File: config.mk
export PLATFORM = sky130hd
export DESIGN_NAME = access_control_fsm
export DESIGN_NICKNAME = d
export VERILOG_FILES = /design/src/rtl/access_control_pkg.sv /design/src/rtl/access_control_fsm.sv
export SDC_FILE = /design/constraint.sdc
export NUM_CORES = 1
export LEC_CHECK = 0
export ABC_CLOCK_PERIOD_IN_PS = 1920
export CORE_ASPECT_RATIO = 0.5
export CORE_MARGIN = 3
export CORE_UTILIZATION = 47
export DETAILED_ROUTE_END_ITERATION = 8
export GPL_ROUTABILITY_DRIVEN = 0
export PLACE_DENSITY_LB_ADDON = 0.25
export SLEW_MARGIN = 20
export SYNTH_ARGS = -nofsm -noshare
export SYNTH_HDL_FRONTEND = slang
export SYNTH_SLANG_ARGS = --single-unit
File: constraint.sdc
create_clock -name clk -period 1.92 [get_ports clk]
set_input_delay 0.192 -clock clk [delete_from_list [all_inputs] [get_ports clk]]
set_output_delay 0.192 -clock clk [all_outputs]
set_load 0.01 [all_outputs]
File: src/rtl/access_control_pkg.sv
// ---------------------------------------------------------------------------
// access_control_pkg
// Shared definitions for the password access controller: FSM state encoding,
// the command bit position inside the 17-bit user word and default parameter
// values.
// ---------------------------------------------------------------------------
package access_control_pkg;

   // Controller states; encoding is fixed so external debug tools can decode it
   typedef enum logic [2:0] {
      IDLE     = 3'd0,
      READ     = 3'd1,
      MEM_WAIT = 3'd2,
      COMPARE  = 3'd3,
      GRANT    = 3'd4,
      WRITE_PW = 3'd5,
      LOCKOUT  = 3'd6
   } state_e;

   // Bit of the user word that selects "change password" (1) vs attempt/logout (0)
   localparam int CMD_BIT = 16;

   // Default parameter values
   localparam logic [15:0] DEF_PW_ADDR     = 16'h0000;
   localparam int          DEF_MAX_FAILS   = 3;
   localparam int          DEF_LOCK_CYCLES = 16;

   // True when the user word carries the change-password command
   function automatic logic is_change_cmd(input logic [16:0] word);
      return word[CMD_BIT];
   endfunction

endpackage

File: src/rtl/access_control_fsm.sv
// ---------------------------------------------------------------------------
// access_control_fsm
// Password-based access controller. A user password attempt is compared
// against the password stored at PW_ADDR in an external synchronous RAM.
// A match grants access; consecutive mismatches are counted and MAX_FAILS of
// them lock the controller out for LOCK_CYCLES cycles. While access is
// granted the stored password can be rewritten through the RAM write port.
//
// Ports:
//   clk              system clock, rising edge
//   rst              synchronous active-low reset
//   _Data_In         [16] command (0 attempt/logout, 1 change pw), [15:0] value
//   _Data_In_Load    one-cycle strobe qualifying _Data_In
//   _Memory_Data_In  RAM read data, valid one cycle after Address
//   Access_Grant     high while access is granted (GRANT / WRITE_PW)
//   Address          RAM address, constant PW_ADDR
//   wren             RAM write enable, high only in WRITE_PW
//   Data_Out         RAM write data, new password in WRITE_PW, else 0
// ---------------------------------------------------------------------------
module access_control_fsm
   import access_control_pkg::*;
#(
   parameter logic [15:0] PW_ADDR     = DEF_PW_ADDR,
   parameter int          MAX_FAILS   = DEF_MAX_FAILS,
   parameter int          LOCK_CYCLES = DEF_LOCK_CYCLES
) (
   input  logic        clk,
   input  logic        rst,
   input  logic [16:0] _Data_In,
   input  logic        _Data_In_Load,
   input  logic [15:0] _Memory_Data_In,
   output logic        Access_Grant,
   output logic [15:0] Address,
   output logic        wren,
   output logic [15:0] Data_Out
);

   // Lock counter only has to hold LOCK_CYCLES-1
   localparam int LW = (LOCK_CYCLES > 1) ? $clog2(LOCK_CYCLES) : 1;
   localparam logic [LW-1:0] LOCK_LOAD = LW'(LOCK_CYCLES - 1);
   localparam logic [1:0]    FAIL_MAX  = 2'(MAX_FAILS);

   state_e          state_q,    state_d;
   logic [1:0]      fail_cnt_q, fail_cnt_d;
   logic [15:0]     pw_user_q,  pw_user_d;
   logic [15:0]     pw_mem_q,   pw_mem_d;
   logic [LW-1:0]   lock_cnt_q, lock_cnt_d;
   logic            grant_q;
   logic            wren_q;
   logic [15:0]     data_out_q;
   logic [1:0]      fail_inc_s;

   assign fail_inc_s = fail_cnt_q + 2'd1;

   // Next-state and datapath decode
   always_comb begin
      state_d    = state_q;
      fail_cnt_d = fail_cnt_q;
      pw_user_d  = pw_user_q;
      pw_mem_d   = pw_mem_q;
      lock_cnt_d = lock_cnt_q;
      case (state_q)
         IDLE: begin
            // Change-password requests are meaningless without a grant
            if (_Data_In_Load && !is_change_cmd(_Data_In)) begin
               pw_user_d = _Data_In[15:0];
               state_d   = READ;
            end else begin
               state_d   = IDLE;
            end
         end
         READ: begin
            state_d = MEM_WAIT;
         end
         MEM_WAIT: begin
            pw_mem_d = _Memory_Data_In;
            state_d  = COMPARE;
         end
         COMPARE: begin
            if (pw_user_q == pw_mem_q) begin
               fail_cnt_d = 2'd0;
               state_d    = GRANT;
            end else begin
               fail_cnt_d = fail_inc_s;
               if (fail_inc_s == FAIL_MAX) begin
                  lock_cnt_d = LOCK_LOAD;
                  state_d    = LOCKOUT;
               end else begin
                  state_d    = IDLE;
               end
            end
         end
         GRANT: begin
            if (_Data_In_Load) begin
               if (is_change_cmd(_Data_In)) begin
                  pw_user_d = _Data_In[15:0];
                  state_d   = WRITE_PW;
               end else begin
                  state_d   = IDLE;
               end
            end else begin
               state_d = GRANT;
            end
         end
         WRITE_PW: begin
            state_d = GRANT;
         end
         LOCKOUT: begin
            // Counter starts at LOCK_CYCLES-1 so the state lasts LOCK_CYCLES cycles
            if (lock_cnt_q == {LW{1'b0}}) begin
               fail_cnt_d = 2'd0;
               state_d    = IDLE;
            end else begin
               lock_cnt_d = lock_cnt_q - {{(LW-1){1'b0}}, 1'b1};
               state_d    = LOCKOUT;
            end
         end
         default: begin
            state_d = IDLE;
         end
      endcase
   end

   // State, datapath registers and Moore outputs registered from the next state
   always_ff @(posedge clk) begin
      if (!rst) begin
         state_q    <= IDLE;
         fail_cnt_q <= 2'd0;
         pw_user_q  <= 16'h0000;
         pw_mem_q   <= 16'h0000;
         lock_cnt_q <= {LW{1'b0}};
         grant_q    <= 1'b0;
         wren_q     <= 1'b0;
         data_out_q <= 16'h0000;
      end else begin
         state_q    <= state_d;
         fail_cnt_q <= fail_cnt_d;
         pw_user_q  <= pw_user_d;
         pw_mem_q   <= pw_mem_d;
         lock_cnt_q <= lock_cnt_d;
         grant_q    <= (state_d == GRANT) || (state_d == WRITE_PW);
         wren_q     <= (state_d == WRITE_PW);
         data_out_q <= (state_d == WRITE_PW) ? pw_user_d : 16'h0000;
      end
   end

   assign Access_Grant = grant_q;
   assign wren         = wren_q;
   assign Data_Out     = data_out_q;
   assign Address      = PW_ADDR;

endmodule

==> Implementation_results.wiki, run 1 <==
{| class="wikitable"
! Metric !! Value
|-
| Data required time of the critical path || 2.14 ns
|-
| CP arrival || 1.98 ns
|-
| Leakage component of the power || 1.25 nW
|-
| Number of DRC markers after the initial detailed-route iteration || 113
|-
| Fill count || 402
|-
| Final core utilization || 0.685
|-
| Initial antenna violation count || 0
|-
| CP top delay family || simple AND/OR/NAND/NOR gates
|-
| Internal reg-to-reg setup slack || 0.15 ns
|-
| Maximum number of pins on one net before global-route repair || 58
|-
| Hold-fix buffers at CTS || 0
|-
| Critical-path maximum fanout || 12
|-
| Max incr delay on CP || 0.40 ns
|-
| Share of post-route cells with drive strength above 1 || 0.125
|-
| Count of input and output buffers || 53
|-
| Number of global-route vias before repair || 1,823
|-
| RSZ-0062 raised after global routing || false
|-
| Yosys synthesis warning count || 0
|-
| CTS H-tree lvls || 3
|-
| Minimum period implied by the final worst setup slack || 1.77 ns
|-
| Critical-path cell with the highest stage delay || sky130_fd_sc_hd__or3b_4
|-
| Netlist area before placement || 2470 um2
|-
| Final Hold Fails || 0
|-
| Starting density of the core || 0.524
|-
| Number of clock sinks || 59
|-
| Sequential cell area || 1180 um2
|-
| Element type at the critical path end || flop
|-
| Achievable frequency || 566 MHz
|-
| Drt first pass iters || 4
|-
| Total Power Consumption || 2.94 mW
|-
| Longest Clk Path Bufs || 2
|-
| Max rail drop VDD || 0.000416 V
|-
| Remaining global-route overflow || 0
|-
| Number of DRC violations after detailed routing || 0
|-
| CTS tree || built
|-
| Category of the most critical setup path || flop to flop
|-
| Sequential area share after synthesis || 0.478
|-
| Number of cell rows || 17
|-
| MaxCap Viol Count || 0
|-
| Syn Area/Cell || 8.93 um2
|-
| Syn-to-layout area delta || 30.8%
|-
| Area taken by multi-input logic gates || 1120 um2
|-
| Final antenna-violating net count || 0
|-
| Number of antenna cells inserted || 0
|-
| EDFF count, synth || 0
|-
| Cells traversed along the worst timing path || inv_1 > ha_1 > or3b_4 > nand2_1 > nand2_1 > o21ba_2 > buf_12 > nor3_1
|-
| Core Footprint || 4720 um2
|-
| Predominant post-synthesis flop cell || sky130_fd_sc_hd__dfxtp_1
|-
| Async S/R FF share, synth || 0
|-
| TNS Setup || 0 ns
|-
| Wire length of the first global-routing pass || 8.96 mm
|-
| Routed wire length || 5.36 mm
|-
| GRT Overall Usage || 0.192
|-
| Vertical die dimension || 57.3 um
|-
| Startpoint class of the critical path || flop
|-
| Die footprint || 6220 um2
|-
| Post-CTS setup buffer count || 0
|-
| Synthesized instance count || 277
|-
| Synth unique cells || 37
|-
| Crit path buffers/inverters || 2
|-
| Detailed Place HPWL || 3.91 mm
|-
| Total clock buffers created by CTS || 9
|-
| Clock insertion delay at the later pin of the skew report || 0.34 ns
|-
| IO Pins || 70
|-
| Max Transition Viols Final || 0
|-
| Via count normalized by instance count || 4.87
|-
| Outcome || completed
|-
| Root Buffer || sky130_fd_sc_hd__clkbuf_8
|-
| Final Net Count || 368
|-
| Post-route clock period utilization || 0.920
|-
| Total number of vias || 1,953
|-
| WL per Instance || 13.4 um
|-
| Flip-flop and latch count after synthesis || 59
|-
| Power per cell area || 908 nW/um2
|-
| Final Skew || 0.00402 ns
|-
| Classification of the worst-slack hold path || input pin to flop
|-
| Floorplan die width || 109 um
|-
| Most Frequent Cell on Critical Path || sky130_fd_sc_hd__nand2_1
|-
| Final count of negative-setup-slack endpoints || 0
|-
| Register clock-pin slew on the reported worst setup and hold paths || 0.06 ns
|}
[path summary, 6_finish.rpt]
kind	from	endpoint	cells after the start
min	_Memory_Data_In[10]	pw_mem_q[10]	3
max	lock_cnt_q[0]	Data_Out[10]	8
max reg2reg	lock_cnt_q[0]	Data_Out[10]	8
min reg2reg	pw_user_q[10]	pw_user_q[10]	2
[timing repair]
action / in CTS / in global routing
endpoints found under the hold margin: 0 / 0
gates resized for setup: 0 / 2
setup endpoints to repair: 0 / 18
[cells in the mapped netlist, types with 2 or more instances]
library cell | n | area, um2
sky130_fd_sc_hd__a21oi_1 | 35 | 175
sky130_fd_sc_hd__a221oi_1 | 2 | 17.5
sky130_fd_sc_hd__a22oi_1 | 2 | 15.0
sky130_fd_sc_hd__a31oi_1 | 2 | 12.5
sky130_fd_sc_hd__buf_2 | 6 | 30.0
sky130_fd_sc_hd__buf_4 | 16 | 120
sky130_fd_sc_hd__clkbuf_1 | 9 | 33.8
sky130_fd_sc_hd__dfxtp_1 | 59 | 1180
sky130_fd_sc_hd__ha_1 | 2 | 25.0
sky130_fd_sc_hd__inv_1 | 5 | 18.8
sky130_fd_sc_hd__nand2_1 | 68 | 255
sky130_fd_sc_hd__nor2_1 | 5 | 18.8
sky130_fd_sc_hd__nor2b_1 | 2 | 12.5
sky130_fd_sc_hd__nor3_1 | 8 | 40.0
sky130_fd_sc_hd__nor3_2 | 11 | 110
sky130_fd_sc_hd__nor4_2 | 3 | 37.5
sky130_fd_sc_hd__o21ai_0 | 4 | 20.0
sky130_fd_sc_hd__or3b_1 | 2 | 17.5
sky130_fd_sc_hd__xnor2_1 | 2 | 17.5
sky130_fd_sc_hd__xor2_1 | 17 | 149
[report_power, final]
part,total (mW),leakage [nW],switching (mW),internal (mW)
sequential,1.32,0.478,0.0448,1.27
combinational,0.355,0.659,0.186,0.169
clock,1.26,0.113,0.465,0.799
total,2.94,1.25,0.696,2.24
[through the flow]
step / instances / hold slack [ns] / instance area [um2] / worst slack, ns
floorplan: 292 / 0.310 / 2530 / 0.164
global placement: 385 / 0.457 / 3000 / 0.206
detailed placement: 385 / 0.460 / 3000 / 0.127
CTS: 401 / 0.384 / 3230 / 0.113
global route: 401 / 0.382 / 3230 / 0.00113
finish: 401 / 0.399 / 3230 / 0.153
[cell families (layout without fill, tap and decap cells)]
family / after synthesis / after routing / synth area share
AO/OA/AOI/OAI: 47 / 47 / 0.104
XOR/XNOR: 19 / 19 / 0.0673
adder cells (fa/ha/maj): 2 / 2 / 0.0101
buffers and inverters: 38 / 81 / 0.0946
flip-flops: 59 / 59 / 0.478
other: 1 / 16 / 0.00152
AND/OR/NAND/NOR: 111 / 111 / 0.244
[cell type report]
| cell class | instances | area share |
|---|---|---|
| flip-flops and latches | 59 | 0.365 |
| multi-input cells | 195 | 0.345 |
| repair buffers | 60 | 0.188 |
| clock buffers | 12 | 0.0480 |
| well taps | 66 | 0.0255 |
| clock inverters | 4 | 0.0224 |
| inverters | 5 | 0.00580 |
[sequential cells by signal, indices dropped and copies added (netlist names)]
name and count:
state_q 3, wren 1, pw_user_q 16, Data_Out 16, lock_cnt_q 4, pw_mem_q 16, fail_cnt_q 2, Access_Grant 1
[tightest hold or removal path: stages]
cell                              delay (ns)
sky130_fd_sc_hd__clkdlybuf4s50_1        0.39
sky130_fd_sc_hd__nand2_1                0.05
sky130_fd_sc_hd__a21oi_1                0.05
[layout by cell type, fill, tap and decap left out, drive strengths merged, types with 2 or more instances in the layout]
master,n
clkbuf,12
or3b,3
clkdlybuf4s50,53
a31oi,2
nor2b,2
inv,5
nor3,19
xnor2,2
xor2,17
a21oi,35
o21ai,4
conb,16
nor4,5
buf,7
nand2,68
bufinv,2
nor2,5
nor3b,2
a22oi,2
ha,2
dfxtp,59
a221oi,2
[layer usage]
metal  share of wire  track usage
met2            0.47        0.300
met5               0            0
met4          0.0050       0.0540
met1            0.45        0.241
met3           0.077       0.0893
(Power assumes the default switching activity.)
==> inputs of run 2 (changes only) <==
--- a/config.mk
+++ b/config.mk
@@ -11,6 +11,7 @@
 export CORE_UTILIZATION = 47
 export DETAILED_ROUTE_END_ITERATION = 8
 export GPL_ROUTABILITY_DRIVEN = 0
+export MAX_ROUTING_LAYER = met4
 export PLACE_DENSITY_LB_ADDON = 0.25
 export SLEW_MARGIN = 20
 export SYNTH_ARGS = -nofsm -noshare
==> run 2 against run 1 <==
  * Die area stayed put
  * First-iteration DRC count fell by 9.7%
  * Clock power barely moved
  * Via count is 1.5% higher
  * Combinational power about the same
  * Critical path depth did not move
  * Clock-buffer cell count unchanged
  * Sequential power about the same
  * Clock skew grew 0.00063 ns
  * Cell count unchanged
  * Fmax grew 0.19%
  * Critical endpoint unchanged
==> Implementation_results.wiki, run 2 (synthesis gave the netlist of run 1 again) <==
{| class="wikitable"
! Metric !! Value
|-
| Outcome || completed
|-
| Number of gates resized after CTS || 0 (unchanged)
|-
| Max Transition Viols Final || 0 (unchanged)
|-
| Via count normalized by instance count || 4.94 (+1.5%)
|-
| Starting density of the core || 0.524 (unchanged)
|-
| Number of clock sinks || 59 (unchanged)
|-
| Syn-to-layout area delta || 30.8% (unchanged)
|-
| Classification of the worst-slack hold path || input pin to flop
|-
| Element type at the critical path end || flop
|-
| Most frequent cells in the layout || sky130_fd_sc_hd__nand2_1, sky130_fd_sc_hd__dfxtp_1, sky130_fd_sc_hd__clkdlybuf4s50_1
|-
| Detailed Place HPWL || 3.91 mm (unchanged)
|-
| Core Footprint || 4720 um2 (unchanged)
|-
| Number of global-route vias before repair || 1,832 (+0.49%)
|-
| Max incr delay on CP || 0.40 ns (about the same)
|-
| Cells traversed along the worst timing path || inv_1 > ha_1 > or3b_4 > nand2_1 > nand2_1 > o21ba_2 > buf_12 > nor3_1
|-
| Power per cell area || 909 nW/um2 (+0.16%)
|-
| Max rail drop VDD || 0.000417 V (+0.14%)
|-
| Final count of negative-setup-slack endpoints || 0 (unchanged)
|-
| Total number of vias || 1,982 (+1.5%)
|-
| Number of DRC markers after the initial detailed-route iteration || 102 (-9.7%)
|-
| Number of DRC violations after detailed routing || 0 (unchanged)
|-
| Category of the most critical setup path || flop to flop
|-
| Critical-path cell with the highest stage delay || sky130_fd_sc_hd__or3b_4
|-
| Most frequent standard cell in the layout excluding fill and tap cells || sky130_fd_sc_hd__nand2_1
|-
| Die footprint || 6220 um2 (unchanged)
|-
| Vertical die dimension || 57.3 um (unchanged)
|-
| Achievable frequency || 567 MHz (+0.19%)
|-
| Wire length of the first global-routing pass || 8.96 mm (about the same)
|-
| MaxCap Viol Count || 0 (unchanged)
|-
| Maximum number of pins on one net before global-route repair || 58 (unchanged)
|-
| Hold-fix buffers at CTS || 0 (unchanged)
|-
| Share of post-route cells with drive strength above 1 || 0.125 (unchanged)
|-
| Initial antenna violation count || 0 (unchanged)
|-
| IO Pins || 70 (unchanged)
|-
| Floorplan die width || 109 um (unchanged)
|-
| Clock insertion delay at the later pin of the skew report || 0.34 ns (about the same)
|-
| Post-route clock period utilization || 0.918 (-0.00175)
|-
| Root Buffer || sky130_fd_sc_hd__clkbuf_8
|-
| CTS tree || built
|-
| Leakage component of the power || 1.25 nW (unchanged)
|-
| Startpoint class of the critical path || flop
|-
| Minimum period implied by the final worst setup slack || 1.76 ns (-0.00335 ns)
|-
| Data required time of the critical path || 2.14 ns (about the same)
|-
| Final antenna-violating net count || 0 (unchanged)
|-
| Final Skew || 0.00465 ns (+0.000630 ns)
|-
| Final Hold Fails || 0 (unchanged)
|-
| Critical-path maximum fanout || 12 (unchanged)
|-
| Total Power Consumption || 2.94 mW (+0.16%)
|-
| Remaining global-route overflow || 0 (unchanged)
|-
| Crit path buffers/inverters || 2 (unchanged)
|-
| Post-CTS setup buffer count || 0 (unchanged)
|-
| CTS H-tree lvls || 3 (unchanged)
|-
| GRT Overall Usage || 0.196 (+0.00404)
|-
| TNS Setup || 0 ns (unchanged)
|-
| Most Frequent Cell on Critical Path || sky130_fd_sc_hd__nand2_1
|-
| Longest Clk Path Bufs || 2 (unchanged)
|-
| RSZ-0062 raised after global routing || false
|-
| Drt first pass iters || 4 (unchanged)
|-
| Register clock-pin slew on the reported worst setup and hold paths || 0.06 ns (about the same)
|-
| Final Net Count || 368 (unchanged)
|-
| Count of input and output buffers || 53 (unchanged)
|-
| WL per Instance || 13.5 um (+0.86%)
|-
| CP arrival || 1.98 ns (about the same)
|-
| Number of antenna cells inserted || 0 (unchanged)
|-
| Routed wire length || 5.41 mm (+0.86%)
|-
| Total clock buffers created by CTS || 9 (unchanged)
|-
| Number of cell rows || 17 (unchanged)
|-
| CP top delay family || simple AND/OR/NAND/NOR gates
|}
[run 2: through the flow]
| stage | setup slack, ns | utilization | hold WS, ns | cells | instance area, um2 |
|---|---|---|---|---|---|
| 3_5_place_dp | 0.127 | 0.636 | 0.460 | 385 | 3000 |
| 4_1_cts | 0.113 | 0.684 | 0.384 | 401 | 3230 |
| 3_3_place_gp | 0.206 | 0.636 | 0.457 | 385 | 3000 |
| 5_1_grt | 0.00109 | 0.685 | 0.393 | 401 | 3230 |
| 2_1_floorplan | 0.164 | - | 0.310 | 292 | 2530 |
| 6_report | 0.157 | 0.685 | 0.397 | 401 | 3230 |
[run 2: where the power goes]
group          switching (mW)  internal, mW  leakage (nW)  total (mW)
clock                   0.468         0.799         0.113        1.27
combinational           0.188         0.169         0.659       0.357
sequential             0.0450          1.27         0.478        1.32
total                   0.701          2.24          1.25        2.94
[run 2: path summary, 6_finish.rpt]
path	start	to	slack [ns]	cells past startpoint
worst max-delay path	lock_cnt_q[0]	Data_Out[10]	0.16	8
worst min-delay path	_Memory_Data_In[10]	pw_mem_q[10]	0.40	3
worst max register to register	lock_cnt_q[0]	Data_Out[10]	0.16	8
worst min register to register	pw_mem_q[3]	pw_mem_q[3]	0.47	2
[run 2: worst reg2reg max path, stage by stage (launching register included)]
cell,delay (ns)
sky130_fd_sc_hd__dfxtp_1,0.32
sky130_fd_sc_hd__inv_1,0.09
sky130_fd_sc_hd__ha_1,0.19
sky130_fd_sc_hd__or3b_4,0.40
sky130_fd_sc_hd__nand2_1,0.10
sky130_fd_sc_hd__nand2_1,0.07
sky130_fd_sc_hd__o21ba_2,0.27
sky130_fd_sc_hd__buf_12,0.15
sky130_fd_sc_hd__nor3_1,0.06
[run 2: cell type report]
type / instances / area (um2)
multi-input combinational: 195 / 1120
fill: 402 / 1490
clock inverter: 4 / 72.6
inverter: 5 / 18.8
timing repair buffer: 60 / 608
sequential: 59 / 1180
clock buffer: 12 / 155
tap: 66 / 82.6
[run 2: metal layers]
| layer | vias up | global-route usage | part of all wire |
|---|---|---|---|
| met5 | - | - | 0 |
| met4 | 0 | 0.0809 | 0.0094 |
| met3 | 6 | 0.0610 | 0.056 |
| met2 | 62 | 0.302 | 0.47 |
| met1 | 926 | 0.241 | 0.47 |
| li1 | 988 | - | - |
